## src/rtl/dac_pkg.sv

```systemverilog
// Shared types and constants for the AXI-Stream to DAC playback path.
// Contents: output FSM state type, default FIFO depth / prefill level,
// and a constant-foldable clog2 used for FIFO pointer sizing.
package dac_pkg;

    typedef enum logic [1:0] {
        IDLE = 2'd0,
        FILL = 2'd1,
        PLAY = 2'd2
    } state_t;

    localparam int unsigned DEFAULT_FIFO_DEPTH    = 16;
    localparam int unsigned DEFAULT_PREFILL_LEVEL = 8;

    function automatic int unsigned clog2(input int unsigned value);
        int unsigned result;
        result = 0;
        for (int unsigned i = 0; i < 32; i++) begin
            if ((32'd1 << i) < value) result = i + 1;
        end
        return result;
    endfunction

endpackage

```

## src/rtl/dac_stream_fifo.sv

```systemverilog
// Synchronous FIFO with registered read data.
// Ports:
//   clk_i, reset_ni  clock, asynchronous active-low reset
//   flush_i          synchronous flush, empties the FIFO
//   push_i/wdata_i   write one entry (caller guarantees not full)
//   pop_i/rdata_o    read one entry; rdata_o updates on the edge that pops
//   full_o, empty_o  status from registered pointers
//   count_o          current occupancy (0..DEPTH)
module dac_stream_fifo
    import dac_pkg::*;
#(
    parameter  int unsigned WIDTH = 257,
    parameter  int unsigned DEPTH = DEFAULT_FIFO_DEPTH,
    localparam int unsigned AW    = clog2(DEPTH)
) (
    input  logic             clk_i,
    input  logic             reset_ni,
    input  logic             flush_i,
    input  logic             push_i,
    input  logic [WIDTH-1:0] wdata_i,
    input  logic             pop_i,
    output logic [WIDTH-1:0] rdata_o,
    output logic             full_o,
    output logic             empty_o,
    output logic [AW:0]      count_o
);

    localparam logic [AW:0] PTR_ONE = 1;

    logic [AW:0]      wr_ptr_q;
    logic [AW:0]      rd_ptr_q;
    logic [WIDTH-1:0] mem [DEPTH];

    // Pointers carry one extra wrap bit: equal MSBs with equal index means
    // empty, differing MSBs with equal index means full.
    assign count_o = wr_ptr_q - rd_ptr_q;
    assign empty_o = (wr_ptr_q == rd_ptr_q);
    assign full_o  = (wr_ptr_q[AW] != rd_ptr_q[AW]) &&
                     (wr_ptr_q[AW-1:0] == rd_ptr_q[AW-1:0]);

    always_ff @(posedge clk_i or negedge reset_ni) begin
        if (!reset_ni) begin
            wr_ptr_q <= '0;
            rd_ptr_q <= '0;
            rdata_o  <= '0;
        end else if (flush_i) begin
            wr_ptr_q <= '0;
            rd_ptr_q <= '0;
        end else begin
            if (push_i) wr_ptr_q <= wr_ptr_q + PTR_ONE;
            if (pop_i) begin
                rd_ptr_q <= rd_ptr_q + PTR_ONE;
                rdata_o  <= mem[rd_ptr_q[AW-1:0]];
            end
        end
    end

    always_ff @(posedge clk_i) begin
        if (push_i && !flush_i) mem[wr_ptr_q[AW-1:0]] <= wdata_i;
    end

endmodule

```

## src/rtl/axistream_to_dac.sv

```systemverilog
// AXI-Stream slave that buffers DMA frames and plays them out to the DAC,
// one word per dac_ready_i cycle, after a FIFO prefill.
// Ports:
//   clk_i, reset_ni          clock, asynchronous active-low reset
//   dac_play_en_i            playback enable (registered once as en_q)
//   length                   expected beats per frame minus 1
//   s_axis_dac_*             AXI-Stream slave (tkeep ignored)
//   dac_ready_i              DAC consumes one word this cycle
//   dac_data_o/_valid_o      presented DAC word and its qualifier
//   frame_done_o             pulse while the tlast word is presented
//   underrun_o               pulse after a ready cycle that found the FIFO empty
//   len_err_o                sticky frame-length mismatch
module axistream_to_dac
    import dac_pkg::*;
#(
    parameter  int unsigned DAC_DWIDTH    = 256,
    parameter  int unsigned FIFO_DEPTH    = DEFAULT_FIFO_DEPTH,
    parameter  int unsigned PREFILL_LEVEL = DEFAULT_PREFILL_LEVEL,
    localparam int unsigned AW            = clog2(FIFO_DEPTH)
) (
    input  logic                    clk_i,
    input  logic                    reset_ni,
    input  logic                    dac_play_en_i,
    input  logic [31:0]             length,
    input  logic                    s_axis_dac_tvalid,
    output logic                    s_axis_dac_tready,
    input  logic [DAC_DWIDTH-1:0]   s_axis_dac_tdata,
    input  logic [DAC_DWIDTH/8-1:0] s_axis_dac_tkeep,
    input  logic                    s_axis_dac_tlast,
    input  logic                    dac_ready_i,
    output logic [DAC_DWIDTH-1:0]   dac_data_o,
    output logic                    dac_data_valid_o,
    output logic                    frame_done_o,
    output logic                    underrun_o,
    output logic                    len_err_o
);

    localparam logic [AW:0] PREFILL_CNT = PREFILL_LEVEL[AW:0];
    localparam logic [AW:0] CNT_ONE     = 1;

    state_t              state_q, state_d;
    logic                en_q;
    logic                accept;
    logic                fifo_pop;
    logic                fifo_full;
    logic                fifo_empty;
    logic [AW:0]         fifo_count;
    logic [DAC_DWIDTH:0] fifo_rdata;
    logic [31:0]         in_cnt_q;
    logic [AW:0]         last_pend_q;
    logic                pop_q;
    logic                valid_q;
    logic                underrun_q;
    logic                len_err_q;
    logic                frame_end;
    logic                unused_tkeep;

    assign unused_tkeep = ^s_axis_dac_tkeep;

    assign s_axis_dac_tready = en_q && !fifo_full;
    assign accept            = s_axis_dac_tvalid && s_axis_dac_tready;

    // The FIFO read register is the DAC word register; the valid flag
    // zeroes it during underrun/idle without a second pipeline stage.
    assign frame_end        = pop_q && fifo_rdata[DAC_DWIDTH];
    assign dac_data_o       = valid_q ? fifo_rdata[DAC_DWIDTH-1:0] : '0;
    assign dac_data_valid_o = valid_q;
    assign frame_done_o     = en_q && frame_end;
    assign underrun_o       = underrun_q;
    assign len_err_o        = len_err_q;

    dac_stream_fifo #(
        .WIDTH (DAC_DWIDTH + 1),
        .DEPTH (FIFO_DEPTH)
    ) u_fifo (
        .clk_i    (clk_i),
        .reset_ni (reset_ni),
        .flush_i  (!en_q),
        .push_i   (accept),
        .wdata_i  ({s_axis_dac_tlast, s_axis_dac_tdata}),
        .pop_i    (fifo_pop),
        .rdata_o  (fifo_rdata),
        .full_o   (fifo_full),
        .empty_o  (fifo_empty),
        .count_o  (fifo_count)
    );

    // Input side: enable register, beat counter, length check and a count
    // of tlast words buffered but not yet presented (lets FILL release
    // frames shorter than the prefill level).
    always_ff @(posedge clk_i or negedge reset_ni) begin
        if (!reset_ni) begin
            en_q        <= 1'b0;
            in_cnt_q    <= '0;
            last_pend_q <= '0;
            len_err_q   <= 1'b0;
        end else begin
            en_q <= dac_play_en_i;
            if (!en_q) begin
                in_cnt_q    <= '0;
                last_pend_q <= '0;
            end else begin
                if (accept) in_cnt_q <= s_axis_dac_tlast ? '0 : in_cnt_q + 32'd1;
                case ({accept && s_axis_dac_tlast, frame_end})
                    2'b10:   last_pend_q <= last_pend_q + CNT_ONE;
                    2'b01:   last_pend_q <= last_pend_q - CNT_ONE;
                    default: last_pend_q <= last_pend_q;
                endcase
            end
            if (dac_play_en_i && !en_q) begin
                len_err_q <= 1'b0;
            end else if (accept && (s_axis_dac_tlast ? (in_cnt_q != length)
                                                     : (in_cnt_q == length))) begin
                len_err_q <= 1'b1;
            end
        end
    end

    always_comb begin
        state_d  = state_q;
        fifo_pop = 1'b0;
        case (state_q)
            IDLE: if (en_q) state_d = FILL;
            FILL: if (fifo_count >= PREFILL_CNT || last_pend_q != '0) state_d = PLAY;
            PLAY: begin
                // The tlast word is on the output this cycle: stop popping so
                // the next frame waits for its own prefill.
                if (frame_end)                       state_d  = IDLE;
                else if (dac_ready_i && !fifo_empty) fifo_pop = 1'b1;
            end
            default: state_d = IDLE;
        endcase
        if (!en_q) begin
            state_d  = IDLE;
            fifo_pop = 1'b0;
        end
    end

    always_ff @(posedge clk_i or negedge reset_ni) begin
        if (!reset_ni) begin
            state_q    <= IDLE;
            pop_q      <= 1'b0;
            valid_q    <= 1'b0;
            underrun_q <= 1'b0;
        end else begin
            state_q    <= state_d;
            pop_q      <= fifo_pop;
            underrun_q <= en_q && (state_q == PLAY) && !frame_end &&
                          dac_ready_i && fifo_empty;
            if (fifo_pop) begin
                valid_q <= 1'b1;
            end else if (!en_q || state_q != PLAY || frame_end ||
                         (dac_ready_i && fifo_empty)) begin
                valid_q <= 1'b0;
            end
        end
    end

endmodule

```

## config.mk

```make
export PLATFORM = sky130hd
export DESIGN_NAME = axistream_to_dac
export DESIGN_NICKNAME = d
export VERILOG_FILES = /design/src/rtl/dac_pkg.sv /design/src/rtl/dac_stream_fifo.sv /design/src/rtl/axistream_to_dac.sv
export SDC_FILE = /design/constraint.sdc
export NUM_CORES = 2
export LEC_CHECK = 0
export BUFFER_PORTS_ARGS = -buffer_cell sky130_fd_sc_hd__buf_4
export CORE_AREA = 2 2 586 588
export DETAILED_ROUTE_END_ITERATION = 10
export DIE_AREA = 0 0 588 590
export PLACE_DENSITY = 0.66
export SETUP_SLACK_MARGIN = 0.1
export SLEW_MARGIN = 20
export SYNTH_ARGS = -nofsm -noshare
export SYNTH_HDL_FRONTEND = slang
export SYNTH_HIERARCHICAL = 1
export SYNTH_MEMORY_MAX_BITS = 65536
export SYNTH_SLANG_ARGS = --single-unit
```

## constraint.sdc

```tcl
create_clock -name clk_i -period 25 [get_ports clk_i]
set_input_delay 0 -clock clk_i [delete_from_list [all_inputs] [get_ports clk_i]]
set_output_delay 0 -clock clk_i [all_outputs]
set_load 0.02 [all_outputs]
```

Yosys cells after proc, flatten, opt, wreduce, memory -nomap -nowiden
Memory sizes are Yosys's and may differ from the RTL's. A register that Yosys moved wholly into a read port is not among the register bits.
Cells that the tools add are included.
{ "totals": {"register_bits": 54, "ram_bits": 4112, "elab_cells": 88, "mem_count": 1} }
{ "memory_table": {"columns": ["name", "words", "width", "read_ports", "rd_clocked_by_memory_dff", "wr", "line_no", "rtl"], "rows": [
  ["u_fifo.mem", 16, 257, 1, 1, 1, "dac_stream_fifo.sv:32", "logic [WIDTH-1:0] mem [DEPTH];"]
]} }
{ "op_classes": {"n_addsub": 6, "n_lt_le_gt_ge": 1, "eq_ne": 15, "mux": 25, "reduce_logical": 30} }
{ "op_table": {"columns": ["operator", "n"], "rows": [
  ["$mux W256", 1],
  ["$mux W32", 3],
  ["$add A32 B1 Y32 const B", 1],
  ["$eq A32 B32 Y1", 1],
  ["$ne A32 B32 Y1", 1],
  ["$mux W5", 5],
  ["$add A5 B1 Y5 const B", 3],
  ["$logic_and A1 B1 Y1", 15],
  ["$mux W1", 11],
  ["$pmux W5 S2", 1],
  ["$mux W2", 3],
  ["$ne A3 B3 Y1 const B", 2],
  ["$pmux W2 S3", 1],
  ["$eq A5 B5 Y1", 1],
  ["$ge A5 B4 Y1 const B", 1],
  ["$logic_not A1 Y1", 5],
  ["$reduce_bool A5 Y1", 1],
  ["$sub A5 B1 Y5 const B", 1],
  ["$sub A5 B5 Y5", 1],
  ["$eq A2 B1 Y1 const B", 2],
  ["$eq A2 B2 Y1 const B", 2],
  ["$eq A4 B4 Y1", 1],
  ["$logic_or A1 B1 Y1", 4],
  ["$ne A2 B1 Y1 const B", 2],
  ["other kinds (6)", 8]
]} }

Depth between registers and ports, before layout
{ "logic_depth": {"ltp_word": 9, "ltp_mapped": 16, "depth_no_buf": 13} }

Cells and area by module
The synthesis kept the hierarchy.
{ "by_module_without_submodules": {"columns": ["mod", "instances", "cells_each", "area_per_inst_um2"], "rows": [
  ["dac_stream_fifo", 1, 7971, 165357.3],
  ["axistream_to_dac", 1, 594, 4488.1]
]} }

Worst setup path before layout
OpenSTA, ideal clock, no wires.
{ "synth_timing": {"kind": "register to register", "from": "register u_fifo.rd_ptr_q[1]", "to": "memory u_fifo.mem[8][0] (enable)", "arrival_time_ns": 19.609, "path_slack_ns": 4.201, "path_stages_with_launch": 13, "period_less_slack_ns": 20.799, "cell_sequence": "dfrtp_1 -> buf_4 -> buf_4 -> buf_2 -> inv_1 -> ha_1 -> nand4_1 -> nor2_1 -> nand3b_2 -> inv_2 -> clkbuf_1 -> nand3_1 -> nor3_1"} }
{ "synth_via": {"elab_chain_cells": 8} }
{ "synth_rtl": {"columns": ["element", "line_no", "rtl"], "rows": [
  ["start, declared", "dac_stream_fifo.sv:31", "logic [AW:0] rd_ptr_q;"],
  ["start signal, assigned", "dac_stream_fifo.sv:52", "rd_ptr_q <= rd_ptr_q + PTR_ONE;"],
  ["$eq A4 B4 Y1", "dac_stream_fifo.sv:39", "(wr_ptr_q[AW-1:0] == rd_ptr_q[AW-1:0]);"],
  ["$logic_and A1 B1 Y1", "dac_stream_fifo.sv:38", "assign full_o = (wr_ptr_q[AW] != rd_ptr_q[AW]) &&"],
  ["via fifo_full", "axistream_to_dac.sv:45", "logic fifo_full;"],
  ["$logic_not A1 Y1", "axistream_to_dac.sv:60", "assign s_axis_dac_tready = en_q && !fifo_full;"],
  ["$logic_and A1 B1 Y1", "axistream_to_dac.sv:60", null],
  ["$logic_and A1 B1 Y1", "axistream_to_dac.sv:61", "assign accept = s_axis_dac_tvalid && s_axis_dac_tready;"],
  ["via accept", "axistream_to_dac.sv:43", "logic accept;"],
  ["$logic_and A1 B1 Y1", "dac_stream_fifo.sv:59", "if (push_i && !flush_i) mem[wr_ptr_q[AW-1:0]] <= wdata_i;"],
  ["$mux W1", "dac_stream_fifo.sv:59", null],
  ["$mux W1 (not written as such)", "dac_stream_fifo.sv:59", null],
  ["end, declared", "dac_stream_fifo.sv:32", null]
]} }
The timed path passes the listed nets, and every way through them passes these cells.

Worst setup path in the final report
{ "layout_timing": {"from": "register u_fifo.rd_ptr_q[0]", "to": "register u_fifo.rdata_o[252], read port of u_fifo.mem"} }
{ "layout_via": {"elab_chain_cells": 8} }
{ "layout_rtl": {"columns": ["element", "line_no", "rtl"], "rows": [
  ["$eq A5 B5 Y1", "dac_stream_fifo.sv:37", "assign empty_o = (wr_ptr_q == rd_ptr_q);"],
  ["$logic_not A1 Y1", "axistream_to_dac.sv:129", "else if (dac_ready_i && !fifo_empty) fifo_pop = 1'b1;"],
  ["$logic_and A1 B1 Y1", "axistream_to_dac.sv:129", null],
  ["$mux W1", "axistream_to_dac.sv:129", null],
  ["$mux W1", "axistream_to_dac.sv:128", "if (frame_end) state_d = IDLE;"],
  ["$mux W1", "axistream_to_dac.sv:122", "case (state_q)"],
  ["$mux W1", "axistream_to_dac.sv:133", "if (!en_q) begin"],
  ["$reduce_and A2 Y1 (no line)", null, null],
  ["end, declared", "dac_stream_fifo.sv:22", "output logic [WIDTH-1:0] rdata_o,"]
]} }
Several ways; a longest one is shown, not always the timed one.
A chain may end at the register's enable or synchronous reset.

==> impl_metrics.ini <==
[worst_hold_path]
hp-class = primary input to flip-flop
hold_path_depth = 2

[global_route]
grt_overflow = 0
grt_pass1_wl_um = 625100
busiest_layer = met2
antenna_found_initial = 69
grtUsageMet1 = 0.3365
grt_pass1_vias = 90190
grt_use_met2 = 0.4090
grt_max_degree = 141
gr-usage-met3 = 0.03767
grt_util_all_layers = 0.2465

[routing]
drc = 0
wl_per_cell_um = 29.54
drt_iter0_drc = 8805
ant_nets = 0
vias_per_cell = 6.022
firstDrtPassIters = 6
vias = 88620
routed_wirelength_um = 434700

[critical_path]
critical-path-max-stage-delay_ps = 910
crit_chain = buf_12, buf_16, buf_4, buf_4, buf_4, buf_4, buf_4, buf_4, mux4_2, mux2i_1, o21ai_1
path_class = flip-flop to flip-flop
critPathSlowestCell = buf_4
worstSetupEndpointType = flip-flop
worstRegToRegCells = 11
critPathArrivalTime_ps = 8610
critPathMaxFanout = 94
required_ps = 25790
cp-start-kind = flip-flop
path_common_cell = buf_4

[cells_and_area]
syn_to_final_growth_pct = 16.80
drive_gt1_frac = 0.1915
mostFrequentLayoutCell = edfxtp_1
fill_cells = 25040
final_cell_mix = 4112 x edfxtp_1, 1209 x mux2i_1, 695 x buf_4, 540 x mux4_2, 529 x dlygate4sd3_1
nets = 10090
final_area_mm2 = 0.1984
final_core_util = 0.5816

[logic_synthesis]
ys_warn_count = 6
synthesis.area_mm2 = 0.1698
synth_nets = 8902
synthesis.instances = 8563
avgSynthCellArea_um2 = 19.83

[placement]
pre_cts_slack_ps = 17040
gp_congestion = 0.7826
post-dp-hpwl_um = 212700
postPlaceCellArea_mm2 = 0.1786
numPortBuffers = 554

[clock_network]
post_cts_buffers = 0
cts_root_buf = clkbuf_16
clk_latency_ps = 990
cts_tree = yes
cts_buffers = 437
clk_pin_slew_ps = 60
cts.sinks = 4423
cts_htree_levels = 5
cts.path.max_buffers = 4

[power]
power_density_mw_per_mm2 = 75.53
ir_drop_uv = 64.68
power.leakage_nw = 64.92

[timing]
fmax_mhz = 127.9
setup_tns_ps = 0
worstMarginPinSlew_ps = 1208
slew_violations = 0
rsz0062_at_grt = no
fin_crit_sh = 0.3127
maxSlewHeadroom = 0.1948
finalSetupViolCount = 0
hold_violations = 0
fin_crit_ps = 7819
skew_ps = 48.50
setup_slack_ps = 17180
whs_ps = 86.98

[run_status]
status = complete, no violations

[floorplan]
die_area_mm2 = 0.3469
die_h_um = 590
rows = 215
chipWidth_um = 588
ios = 587
core-area_mm2 = 0.3411
start_util = 0.4979

[flow_run]
cap_violations = 0
[per-layer routing]
metal | share of wire | vias up | wire (µm)
li1 | - | 37350 | -
met1 | 0.40 | 46700 | 173300
met2 | 0.49 | 3760 | 214200
met3 | 0.075 | 757 | 32710
met4 | 0.033 | 60 | 14160
met5 | 0.00088 | - | 383
[registers in the layout (all words and copies together) (netlist names)]
name	flops
u_fifo/mem	4112
u_fifo/rdata_o	257
in_cnt_q	32
last_pend_q	5
u_fifo/rd_ptr_q	5
u_fifo/wr_ptr_q	5
state_q	2
dac_data_valid_o	1
en_q	1
len_err_o	1
pop_q	1
underrun_o	1
[worst paths after layout]
path / from / end / slack, ps
max: u_fifo/rd_ptr_q[0] / u_fifo/rdata_o[252] / 17180
min: s_axis_dac_tdata[73] / u_fifo/mem[14][73] / 90
max reg2reg: u_fifo/rd_ptr_q[0] / u_fifo/rdata_o[252] / 17180
min reg2reg: u_fifo/rdata_o[150] / u_fifo/rdata_o[150] / 490
max in group asynchronous: reset_ni / u_fifo/rdata_o[67] / 22350
min in group asynchronous: reset_ni / u_fifo/rdata_o[159] / 230
[critical path, delay by kind of cell, from the launching register on]
kind	cells	cell delay, ps
buffers and inverters	8	5640
muxes	2	780
DFF	1	770
AOI/OAI and AO/OA	1	90
[final cells by class]
cell class                      instances  area (µm²)  share of cell area
Antenna cell                           32       80.08           0.0004037
Clock buffer                          616       12180             0.06141
Clock inverter                        205        2115             0.01066
Inverter                               11       57.56           0.0002901
Multi-Input combinational cell       3621       35890              0.1809
Sequential cell                      4423      131300              0.6617
Tap cell                             4557        5702             0.02874
Timing Repair Buffer                 1252       11070             0.05583
[stage by stage]
step	instances	total power, mW
after global routing	14700	15.39
final	14720	14.98
after global placement	13330	8.546
after CTS	14680	15.08
after detailed placement	13330	8.564
after floorplan	8563	8.405
[power by group]
part	switching, mW	total [mW]	internal [mW]
Clock	2.76	6.49	3.73
Sequential	0.0277	8.17	8.14
Combinational	0.191	0.319	0.127
[repair_timing]
item                                    CTS  global route
endpoints found under the hold margin  4308             0
setup endpoints to repair                 0             0
hold buffers                            530             0
gates resized for setup                   0             0
Power figures use the tool's default switching activity.
